**config.mk**
```make
export PLATFORM = sky130hd
export DESIGN_NAME = alu_op_scheduler_flat
export DESIGN_NICKNAME = d
export VERILOG_FILES = /design/src/rtl/alu_sched_pkg.sv /design/src/rtl/alu_op_scheduler_if.sv /design/src/rtl/rr_arbiter2.sv /design/src/rtl/alu_op_scheduler.sv /design/src/flat_wrapper.sv
export SDC_FILE = /design/constraint.sdc
export NUM_CORES = 1
export LEC_CHECK = 0
export BUFFER_PORTS_ARGS = -buffer_cell sky130_fd_sc_hd__buf_2
export CORE_MARGIN = 5
export CORE_UTILIZATION = 40
export CTS_CLUSTER_SIZE = 12
export DETAILED_ROUTE_END_ITERATION = 12
export PLACE_DENSITY = 0.76
export SLEW_MARGIN = 5
export SYNTH_ARGS = -nofsm -noshare
export SYNTH_HDL_FRONTEND = slang
export SYNTH_HIERARCHICAL = 1
export SYNTH_SLANG_ARGS = --single-unit
```
**constraint.sdc**
```tcl
create_clock -name clk -period 2.3 [get_ports clk]
set_input_delay 0.69 -clock clk [delete_from_list [all_inputs] [get_ports clk]]
set_output_delay 0.69 -clock clk [all_outputs]
set_load 0.01 [all_outputs]
```
**src/rtl/alu_sched_pkg.sv**
```systemverilog
// alu_sched_pkg
// Shared types and constants for the ALU operation scheduler.
//   state_t        : scheduler FSM states (IDLE, SETTLE, RESP)
//   OP_A..OP_H     : result-mux select codes 0..7 (inputs a..h)
//   DEFAULT_WIDTH  : default operand/result width
//   CNT_W          : settle counter width (SETTLE_CYCLES legal range 1..15)
package alu_sched_pkg;

  typedef enum logic [1:0] {
    IDLE   = 2'd0,
    SETTLE = 2'd1,
    RESP   = 2'd2
  } state_t;

  localparam logic [2:0] OP_A = 3'd0;
  localparam logic [2:0] OP_B = 3'd1;
  localparam logic [2:0] OP_C = 3'd2;
  localparam logic [2:0] OP_D = 3'd3;
  localparam logic [2:0] OP_E = 3'd4;
  localparam logic [2:0] OP_F = 3'd5;
  localparam logic [2:0] OP_G = 3'd6;
  localparam logic [2:0] OP_H = 3'd7;

  localparam int DEFAULT_WIDTH = 16;
  localparam int CNT_W         = 4;

endpackage

```
**src/rtl/alu_op_scheduler_if.sv**
```systemverilog
// alu_op_scheduler_if
// Bundles every non-clock/reset signal of the ALU scheduler.
//   Request ports  : req0_*/req1_* valid/ready handshake with op, a, b
//   ALU side       : alu_a, alu_b, alu_c1..c3 (to ALU), alu_result, alu_cout (from ALU)
//   Response port  : rsp_valid/rsp_ready handshake with rsp_id, rsp_data
//   Status         : busy
// Optional macro ALU_SCHED_FLAGS_EN adds rsp_zero/rsp_carry and hooks up alu_cout.
// Modports: master = requesters, ALU and response consumer; slave = scheduler.
interface alu_op_scheduler_if
  import alu_sched_pkg::*;
#(
  parameter int WIDTH = DEFAULT_WIDTH
);

  logic             req0_valid;
  logic             req0_ready;
  logic [2:0]       req0_op;
  logic [WIDTH-1:0] req0_a;
  logic [WIDTH-1:0] req0_b;

  logic             req1_valid;
  logic             req1_ready;
  logic [2:0]       req1_op;
  logic [WIDTH-1:0] req1_a;
  logic [WIDTH-1:0] req1_b;

  logic [WIDTH-1:0] alu_a;
  logic [WIDTH-1:0] alu_b;
  logic             alu_c1;
  logic             alu_c2;
  logic             alu_c3;
  logic [WIDTH-1:0] alu_result;
  logic             alu_cout;

  logic             rsp_valid;
  logic             rsp_ready;
  logic             rsp_id;
  logic [WIDTH-1:0] rsp_data;
`ifdef ALU_SCHED_FLAGS_EN
  logic             rsp_zero;
  logic             rsp_carry;
`endif

  logic             busy;

`ifdef ALU_SCHED_FLAGS_EN
  modport master (
    output req0_valid, req0_op, req0_a, req0_b,
    output req1_valid, req1_op, req1_a, req1_b,
    input  req0_ready, req1_ready,
    input  alu_a, alu_b, alu_c1, alu_c2, alu_c3,
    output alu_result, alu_cout,
    input  rsp_valid, rsp_id, rsp_data, rsp_zero, rsp_carry,
    output rsp_ready,
    input  busy
  );

  modport slave (
    input  req0_valid, req0_op, req0_a, req0_b,
    input  req1_valid, req1_op, req1_a, req1_b,
    output req0_ready, req1_ready,
    output alu_a, alu_b, alu_c1, alu_c2, alu_c3,
    input  alu_result, alu_cout,
    output rsp_valid, rsp_id, rsp_data, rsp_zero, rsp_carry,
    input  rsp_ready,
    output busy
  );
`else
  modport master (
    output req0_valid, req0_op, req0_a, req0_b,
    output req1_valid, req1_op, req1_a, req1_b,
    input  req0_ready, req1_ready,
    input  alu_a, alu_b, alu_c1, alu_c2, alu_c3,
    output alu_result, alu_cout,
    input  rsp_valid, rsp_id, rsp_data,
    output rsp_ready,
    input  busy
  );

  // alu_cout exists on the bus but the scheduler ignores it without flags.
  modport slave (
    input  req0_valid, req0_op, req0_a, req0_b,
    input  req1_valid, req1_op, req1_a, req1_b,
    output req0_ready, req1_ready,
    output alu_a, alu_b, alu_c1, alu_c2, alu_c3,
    input  alu_result,
    output rsp_valid, rsp_id, rsp_data,
    input  rsp_ready,
    output busy
  );
`endif

endinterface

```
**src/rtl/rr_arbiter2.sv**
```systemverilog
// rr_arbiter2
// Two-input round-robin arbiter. The grant is combinational; the pointer
// moves to the non-served requester only when a grant is actually accepted.
//   clk, rst  : clock, synchronous active-high reset (pointer -> requester 0)
//   valid0/1  : request present
//   accept    : the current grant was taken this cycle
//   grant_id  : winning requester (meaningful only when a valid is high)
module rr_arbiter2 (
  input  logic clk,
  input  logic rst,
  input  logic valid0,
  input  logic valid1,
  input  logic accept,
  output logic grant_id
);

  // ptr names the requester favoured when both are valid.
  logic ptr;

  // A lone requester wins regardless of the pointer.
  assign grant_id = (valid0 && valid1) ? ptr : valid1;

  always_ff @(posedge clk) begin
    if (rst) begin
      ptr <= 1'b0;
    end else if (accept) begin
      ptr <= ~grant_id;
    end
  end

endmodule

```
**src/rtl/alu_op_scheduler.sv**
```systemverilog
// alu_op_scheduler
// Sequences operations from two requesters onto a shared combinational ALU
// and its 8:1 result mux: grants one request (round-robin), registers the
// operands and selects, waits SETTLE_CYCLES, captures the result and returns
// it with the requester ID on a valid/ready response channel.
//   clk, rst : clock, synchronous active-high reset
//   bus      : alu_op_scheduler_if.slave (requests, ALU drive/return, response, busy)
// Parameters: WIDTH (operand width), SETTLE_CYCLES (1..15).
// Optional macro ALU_SCHED_FLAGS_EN: capture zero/carry flags with the result.
module alu_op_scheduler
  import alu_sched_pkg::*;
#(
  parameter int WIDTH         = DEFAULT_WIDTH,
  parameter int SETTLE_CYCLES = 2
) (
  input  logic                clk,
  input  logic                rst,
  alu_op_scheduler_if.slave   bus
);

  localparam logic [CNT_W-1:0] CNT_LOAD = CNT_W'(SETTLE_CYCLES - 1);

  state_t           state_q;
  state_t           state_d;
  logic [CNT_W-1:0] cnt_q;
  logic             grant_id;
  logic             grant_en;
  logic             accept;
  logic             capture;
  logic             rsp_fire;

  logic [WIDTH-1:0] alu_a_q;
  logic [WIDTH-1:0] alu_b_q;
  logic [2:0]       alu_op_q;
  logic             id_q;
  logic             rsp_valid_q;
  logic [WIDTH-1:0] rsp_data_q;
`ifdef ALU_SCHED_FLAGS_EN
  logic             rsp_zero_q;
  logic             rsp_carry_q;
`endif

  rr_arbiter2 u_arb (
    .clk      (clk),
    .rst      (rst),
    .valid0   (bus.req0_valid),
    .valid1   (bus.req1_valid),
    .accept   (accept),
    .grant_id (grant_id)
  );

  // Ready depends only on state, pointer and valids; held low during reset.
  assign grant_en       = (state_q == IDLE) && !rst;
  assign bus.req0_ready = grant_en && bus.req0_valid && !grant_id;
  assign bus.req1_ready = grant_en && bus.req1_valid &&  grant_id;
  assign accept         = (bus.req0_valid && bus.req0_ready) ||
                          (bus.req1_valid && bus.req1_ready);
  assign capture        = (state_q == SETTLE) && (cnt_q == '0);
  assign rsp_fire       = rsp_valid_q && bus.rsp_ready;

  always_ff @(posedge clk) begin
    if (rst) begin
      state_q <= IDLE;
    end else begin
      state_q <= state_d;
    end
  end

  always_comb begin
    state_d = state_q;
    case (state_q)
      IDLE:    if (accept)   state_d = SETTLE;
      SETTLE:  if (capture)  state_d = RESP;
      RESP:    if (rsp_fire) state_d = IDLE;
      default:               state_d = IDLE;
    endcase
  end

  // Request latch / settle countdown / result capture
  always_ff @(posedge clk) begin
    if (rst) begin
      cnt_q       <= '0;
      alu_a_q     <= '0;
      alu_b_q     <= '0;
      alu_op_q    <= '0;
      id_q        <= 1'b0;
      rsp_valid_q <= 1'b0;
      rsp_data_q  <= '0;
`ifdef ALU_SCHED_FLAGS_EN
      rsp_zero_q  <= 1'b0;
      rsp_carry_q <= 1'b0;
`endif
    end else begin
      if (accept) begin
        alu_a_q  <= grant_id ? bus.req1_a  : bus.req0_a;
        alu_b_q  <= grant_id ? bus.req1_b  : bus.req0_b;
        alu_op_q <= grant_id ? bus.req1_op : bus.req0_op;
        id_q     <= grant_id;
        cnt_q    <= CNT_LOAD;
      end else if ((state_q == SETTLE) && (cnt_q != '0)) begin
        cnt_q <= cnt_q - 1'b1;
      end

      if (capture) begin
        rsp_valid_q <= 1'b1;
        rsp_data_q  <= bus.alu_result;
`ifdef ALU_SCHED_FLAGS_EN
        rsp_zero_q  <= (bus.alu_result == '0);
        rsp_carry_q <= bus.alu_cout;
`endif
      end else if (rsp_fire) begin
        rsp_valid_q <= 1'b0;
      end
    end
  end

  assign bus.alu_a     = alu_a_q;
  assign bus.alu_b     = alu_b_q;
  assign bus.alu_c1    = alu_op_q[2];
  assign bus.alu_c2    = alu_op_q[1];
  assign bus.alu_c3    = alu_op_q[0];
  assign bus.rsp_valid = rsp_valid_q;
  assign bus.rsp_id    = id_q;
  assign bus.rsp_data  = rsp_data_q;
`ifdef ALU_SCHED_FLAGS_EN
  assign bus.rsp_zero  = rsp_zero_q;
  assign bus.rsp_carry = rsp_carry_q;
`endif
  assign bus.busy      = (state_q != IDLE);

endmodule

```
**src/flat_wrapper.sv**
```systemverilog
// flat-port wrapper written by rule: the top's interface ports become plain ports
module alu_op_scheduler_flat import alu_sched_pkg::*;
#(
  parameter int WIDTH         = DEFAULT_WIDTH,
  parameter int SETTLE_CYCLES = 2
)
  (clk, rst, bus_req0_valid, bus_req0_op, bus_req0_a, bus_req0_b, bus_req1_valid, bus_req1_op, bus_req1_a, bus_req1_b, bus_req0_ready, bus_req1_ready, bus_alu_a, bus_alu_b, bus_alu_c1, bus_alu_c2, bus_alu_c3, bus_alu_result, bus_rsp_valid, bus_rsp_id, bus_rsp_data, bus_rsp_ready, bus_busy);
  alu_op_scheduler_if #(.WIDTH(WIDTH)) bus_i ();
  input  logic clk;
  input  logic rst;
  input wire logic [$bits(bus_i.req0_valid)-1:0] bus_req0_valid;
  input wire logic [$bits(bus_i.req0_op)-1:0] bus_req0_op;
  input wire logic [$bits(bus_i.req0_a)-1:0] bus_req0_a;
  input wire logic [$bits(bus_i.req0_b)-1:0] bus_req0_b;
  input wire logic [$bits(bus_i.req1_valid)-1:0] bus_req1_valid;
  input wire logic [$bits(bus_i.req1_op)-1:0] bus_req1_op;
  input wire logic [$bits(bus_i.req1_a)-1:0] bus_req1_a;
  input wire logic [$bits(bus_i.req1_b)-1:0] bus_req1_b;
  output wire logic [$bits(bus_i.req0_ready)-1:0] bus_req0_ready;
  output wire logic [$bits(bus_i.req1_ready)-1:0] bus_req1_ready;
  output wire logic [$bits(bus_i.alu_a)-1:0] bus_alu_a;
  output wire logic [$bits(bus_i.alu_b)-1:0] bus_alu_b;
  output wire logic [$bits(bus_i.alu_c1)-1:0] bus_alu_c1;
  output wire logic [$bits(bus_i.alu_c2)-1:0] bus_alu_c2;
  output wire logic [$bits(bus_i.alu_c3)-1:0] bus_alu_c3;
  input wire logic [$bits(bus_i.alu_result)-1:0] bus_alu_result;
  output wire logic [$bits(bus_i.rsp_valid)-1:0] bus_rsp_valid;
  output wire logic [$bits(bus_i.rsp_id)-1:0] bus_rsp_id;
  output wire logic [$bits(bus_i.rsp_data)-1:0] bus_rsp_data;
  input wire logic [$bits(bus_i.rsp_ready)-1:0] bus_rsp_ready;
  output wire logic [$bits(bus_i.busy)-1:0] bus_busy;
  assign bus_i.req0_valid = bus_req0_valid;
  assign bus_i.req0_op = bus_req0_op;
  assign bus_i.req0_a = bus_req0_a;
  assign bus_i.req0_b = bus_req0_b;
  assign bus_i.req1_valid = bus_req1_valid;
  assign bus_i.req1_op = bus_req1_op;
  assign bus_i.req1_a = bus_req1_a;
  assign bus_i.req1_b = bus_req1_b;
  assign bus_req0_ready = bus_i.req0_ready;
  assign bus_req1_ready = bus_i.req1_ready;
  assign bus_alu_a = bus_i.alu_a;
  assign bus_alu_b = bus_i.alu_b;
  assign bus_alu_c1 = bus_i.alu_c1;
  assign bus_alu_c2 = bus_i.alu_c2;
  assign bus_alu_c3 = bus_i.alu_c3;
  assign bus_i.alu_result = bus_alu_result;
  assign bus_rsp_valid = bus_i.rsp_valid;
  assign bus_rsp_id = bus_i.rsp_id;
  assign bus_rsp_data = bus_i.rsp_data;
  assign bus_i.rsp_ready = bus_rsp_ready;
  assign bus_busy = bus_i.busy;
  alu_op_scheduler #(.WIDTH(WIDTH), .SETTLE_CYCLES(SETTLE_CYCLES)) u_core (.clk(clk), .rst(rst), .bus(bus_i));
endmodule
```
Word-level counts from Yosys, hierarchy flattened
Index checks and enable logic that the tools add are counted. Widths: inputs -> output; s select.

Multiply operators: 0. Multiplexer cells: 12. Bitwise gates (word level): 1. Add/sub/neg operators: 1. Shifts and indexed selects: 0. Order comparisons: 0. Reduce and logical (&&, ||, !) cells: 22. Div/mod/pow operators: 0. Equality and inequality tests: 5.

Operator list (number): $mux 16 (2); $logic_and 1x1->1 (11); $mux 2 (3); $ne 2x1->1 const B (3); $pmux 2 s3 (1); $reduce_bool 2->1 (3); $mux 1 (5); $logic_not 4->1 (1); $reduce_bool 4->1 (1); $sub 4x1->4 const B (1); $mux 3 (1); $reduce_and 3->1 (1); $eq 2x1->1 const B (1); $eq 2x2->1 const B (1); $logic_not 1->1 (2); $logic_not 2->1 (1); $reduce_or 2->1 (1); $logic_or 1x1->1 (1); $not 1->1 (1).

Bits in read-only memories: 0. Latch bits: 0. RAM bits: 0. Word-level logic and storage cells: 51. Register bits after elaboration: 60. Output and inout bits: 56. Memories kept: 0.

Depth between registers and ports, before layout
Depth after elaboration: 8. Gate-level depth with buffers: 9.

By module
The synthesis kept the hierarchy.

Modules (own cells, without submodules): alu_op_scheduler (area an instance 2632.5 um2, sequential area each 1181.1 um2, times used 1, cells each 283); rr_arbiter2 (area an instance 60.1 um2, sequential area each 20.0 um2, times used 1, cells each 5).

Worst setup path after synthesis
OpenSTA, ideal clock, no wires.

Path type: input to output. Start: input bus_req0_valid. End: output bus_req0_ready. Data arrival time: 1867 ps. Data required time: 1610 ps. Path slack: -257 ps. Stages on the path: 6. Buffers on the path: 3. Cell sequence: nand2b_4 -> and2_2 -> buf_2 -> buf_4 -> buf_2 -> nor4_1.

Cells in the longest elaborated chain, start to end: 4. Elaborated cells on any way between the ends: 5.

Ends and longest elaborated chain: start: declaration (RTL line flat_wrapper.sv:11) `input wire logic [$bits(bus_i.req0_valid)-1:0] bus_req0_valid;`; $logic_and 1x1->1 (RTL line rr_arbiter2.sv:21) `assign grant_id = (valid0 && valid1) ? ptr : valid1;`; $mux 1 (RTL line rr_arbiter2.sv:21); named net u_core.grant_id (RTL line alu_op_scheduler.sv:26) `logic grant_id;`; $logic_not 1->1 (RTL line alu_op_scheduler.sv:54) `assign bus.req0_ready = grant_en && bus.req0_valid && !grant_id;`; $logic_and 1x1->1 (RTL line alu_op_scheduler.sv:54); end: declaration (RTL line flat_wrapper.sv:19) `output wire logic [$bits(bus_i.req0_ready)-1:0] bus_req0_ready;`.

The timed path passes the listed nets, and every way through them passes these cells.

Worst setup path after layout
Ends and elaborated chain as after synthesis.

==> results.toml <==
[clock_network]
insertion_delay_ps = 330
tritoncts = "built"
clock_tree.root_cell = "sky130_fd_sc_hd__clkbuf_8"
cts_inserted_buffers = 9
h-tree-depth = 3
cts_hold_buf = 0
cts.clk_slew.worst_paths_ps = 60
cells_resized_by_post_cts_repair = 0
clock_sinks = 60
post-cts-setup-buffer-count = 0
maximum_buffer_depth_of_the_clock_tree = 2

[route]
first_pass_iters = 4
remaining_drc_errors = 0
dr_total_vias = 2733
routed_wl_um = 7730
drt_first_iter_violations = 87
post_drt_wl_per_cell_um = 15.1
route.detailed.vias_per_inst = 5.34
ant_nets = 0

[yosys]
synth.lib_cells_used.distinct = 35
combined_area_of_all_synthesized_cells_um2 = 2690
synth_common_cells = "60 x sky130_fd_sc_hd__dfxtp_1, 54 x sky130_fd_sc_hd__a21oi_1, 37 x sky130_fd_sc_hd__a211oi_1"
postSynth.topFlopCell = "sky130_fd_sc_hd__dfxtp_1"
synth_top_area_frac = 0.446
edff_count_synth = 0
synth_seq_cells = 60
yosysWarnings = 6
sequential_cell_area_fraction_in_the_yosys_report = 0.446
synth.most_common_cell = "sky130_fd_sc_hd__dfxtp_1"
syn-num-nets = 380
synth-async-reset-ratio = 0
yosys.area.top_type = "sky130_fd_sc_hd__dfxtp_1"
postSynthAreaPerCell_um2 = 9.35
post_synth_inst_count = 288
yosys-top-cells-area = "sky130_fd_sc_hd__dfxtp_1 45%, sky130_fd_sc_hd__mux2i_1 13%, sky130_fd_sc_hd__a211oi_1 10%, sky130_fd_sc_hd__a21oi_1 10%, sky130_fd_sc_hd__o21ai_0 3.9%"

[worst_hold_path]
hp-class = "reg2reg"
whs_path_depth = 2
hold_path_startpoint = "u_core/bus.rsp_data[6]"
hold_endpoint = "u_core/bus.rsp_data[6]"

[setup_path]
critPathMaxFanout = 3
worstReg2RegStart = "u_core/u_arb/ptr"
cp.arrival_ps = 1520
worst_ep_required_time_ps = 1610
worst_setup_path_start_kind = "input port"
critical-path-max-stage-delay_ps = 210
r2r_slack_ps = 340
timing.critical_path.to_type = "output pin"
cp_slowest_cell = "sky130_fd_sc_hd__and2_2"
crit_path_cell_trace = "buf_2, nand2b_4, and2_2, buf_4, nor4_4, buf_2"
worst_reg2reg_path_endpoint = "u_core/u_arb/ptr"
worstSetupPathType = "in2out"
cell_mode_on_critical_path = "sky130_fd_sc_hd__buf_2"
reg2reg_depth = 7

[layout]
final_cells = 512
syn2layout_area_growth_pct = 36.9
antennaDiodeCount = 0
filler_cell_count = 625
fraction_of_final_layout_cells_sized_beyond_drive_strength_1 = 0.421
seqCellArea_um2 = 1200
finish.net_count = 519
multi_input_comb_area_um2 = 1350

[sta]
tns_ps = 0
finalMaxSlewViolations = 0
post-route-period-util = 0.960
max_freq_mhz = 453
worst_slew_margin_rel = 0.519
worst_slew_pin_slew_ps = 721
setup_viol_count_final = 0
final_hold_viol_count = 0
finalCriticalPeriod_ps = 2210
fin_worst_skew_ps = 4.02
min_hold_slack_ps = 474
rsz0062_at_grt = "no"
setup_slack_ps = 92.6

[power_and_ir_drop]
seqPwrFrac = 0.434
power-per-cell-area_nw_per_um2 = 730
p_sw_frac = 0.282
total_switching_power_mw = 0.758
totalPowerFinal_mw = 2.69
portion_of_total_power_attributed_to_combinational_logic = 0.211
power.clock.fraction = 0.355
total_leakage_power_nw = 1.67
irDropWorstVdd_uv = 315
internal_power_component_mw = 1.93

[floorplan]
core_footprint_um2 = 6680
ioPinCount = 147
initial_utilization = 0.403
std_cell_rows = 30
die_h_um = 92.0
die-area_um2 = 8470
die_w_um = 92.0

[grt]
grt_pass1_wl_um = 12400
overflow = 0
vias_in_the_first_global_route = 2697
antenna_found_initial = 0
grt_max_degree = 51
groute.usage.overall = 0.178

[outcome]
run_status = "finished clean"

[placement]
dpl_worst_slack_ps = -76.8
placed_cells_incl_taps = 496
post-dp-hpwl_um = 5460
place.gp.congestion = 0.808
place.port_buffers = 146

[flow_run]
maxCapViolCount = 0
-- registers in the layout, summed over array words and instances (netlist names) --
register,cells
u_core/alu_op_q,3
u_core/bus.alu_a,16
u_core/bus.alu_b,16
u_core/bus.rsp_data,16
u_core/bus.rsp_id,1
u_core/bus.rsp_valid,1
u_core/cnt_q,4
u_core/state_q,2
u_core/u_arb/ptr,1
-- final cells by class --
class / instances / area share
Inverter: 7 / 0.00713
Sequential cell: 60 / 0.326
Clock buffer: 12 / 0.0421
Clock inverter: 4 / 0.0129
Multi-Input combinational cell: 193 / 0.366
Tap cell: 80 / 0.0271
Timing Repair Buffer: 156 / 0.219
-- how the worst max path moves through the flow --
stage | startpoint | end | slack [ps] | cells past startpoint
2_1_floorplan | bus_req0_valid | bus_req1_ready | 40 | 6
3_3_place_gp | bus_req0_valid | u_core/u_arb/ptr | -10 | 8
3_5_place_dp | bus_req0_valid | u_core/u_arb/ptr | -80 | 8
4_1_cts | bus_req0_valid | bus_req0_ready | 90 | 6
5_1_grt | bus_req0_valid | bus_req0_ready | 10 | 6
6_report | bus_req0_valid | bus_req0_ready | 90 | 6
-- per-stage QoR --
step	area (um2)	utilization
final	3690	0.552
after global routing	3690	0.552
after CTS	3690	0.552
after detailed placement	3480	0.522
after global placement	3480	0.522
after floorplan	2710	-
-- power groups by stage --
| stage | Clock, mW | Combinational (mW) | Sequential (mW) |
|---|---|---|---|
| after floorplan | 0 | 0.308 | 1.23 |
| after global placement | 0 | 0.555 | 1.19 |
| after detailed placement | 0 | 0.570 | 1.19 |
| after CTS | 0.982 | 0.572 | 1.17 |
| after global routing | 1.04 | 0.625 | 1.18 |
| final | 0.956 | 0.569 | 1.17 |
-- logic make-up (layout without fill, tap and decap cells) --
group                      Yosys count  count (layout)  share of synthesized area
AOI/OAI and AO/OA                  116             116                      0.259
DFF                                 60              60                      0.446
and+or+nand+nor                     40              40                     0.0967
muxes                               36              36                      0.136
buffers and inverters               35             179                     0.0576
adders and majority gates            1               1                    0.00465
-- cell usage in the layout (no fill, tap or decap) --
cell,synthesis,final
sky130_fd_sc_hd__clkinvlp_4,0,1
sky130_fd_sc_hd__buf_2,13,146
sky130_fd_sc_hd__o211a_1,1,1
sky130_fd_sc_hd__a311oi_2,1,1
sky130_fd_sc_hd__nand2b_4,2,2
sky130_fd_sc_hd__nor3b_1,2,2
sky130_fd_sc_hd__or2_2,1,1
sky130_fd_sc_hd__nor4_4,0,1
sky130_fd_sc_hd__dfxtp_1,60,60
sky130_fd_sc_hd__clkinv_2,0,2
sky130_fd_sc_hd__nand2b_1,1,1
sky130_fd_sc_hd__buf_4,2,10
sky130_fd_sc_hd__o21ai_0,21,21
sky130_fd_sc_hd__o211ai_1,1,1
sky130_fd_sc_hd__a211oi_1,37,37
sky130_fd_sc_hd__nand3b_1,1,1
sky130_fd_sc_hd__and2_2,1,1
sky130_fd_sc_hd__nor3_4,1,1
sky130_fd_sc_hd__a21oi_1,54,54
sky130_fd_sc_hd__or3_1,2,2
sky130_fd_sc_hd__clkinv_1,1,1
sky130_fd_sc_hd__or4_4,1,1
sky130_fd_sc_hd__a211oi_2,1,1
sky130_fd_sc_hd__mux2_4,1,1
sky130_fd_sc_hd__clkbuf_1,12,1
sky130_fd_sc_hd__or4_1,1,1
sky130_fd_sc_hd__mux2i_1,35,35
sky130_fd_sc_hd__bufinv_16,0,1
sky130_fd_sc_hd__and4bb_1,1,1
sky130_fd_sc_hd__clkbuf_8,0,11
sky130_fd_sc_hd__inv_1,5,5
sky130_fd_sc_hd__nand2_1,5,5
sky130_fd_sc_hd__nand4bb_1,1,1
sky130_fd_sc_hd__ha_1,1,1
sky130_fd_sc_hd__inv_2,1,1
sky130_fd_sc_hd__nand3_1,16,16
sky130_fd_sc_hd__and3_1,1,1
sky130_fd_sc_hd__nor2_1,2,2
-- per-layer routing --
layer | vias up | track usage | routed length [um]
li1 | 1350 | - | -
met1 | 1282 | 0.201 | 3070
met4 | 0 | 0.0792 | 122
met3 | 11 | 0.0492 | 505
met5 | - | 0 | 0
met2 | 90 | 0.311 | 4020
-- critical path: cells and delay by family --
family,cells,cell delay (ps)
simple gates,3,390
buf+inv,3,440
Power figures use the tool's default switching activity.
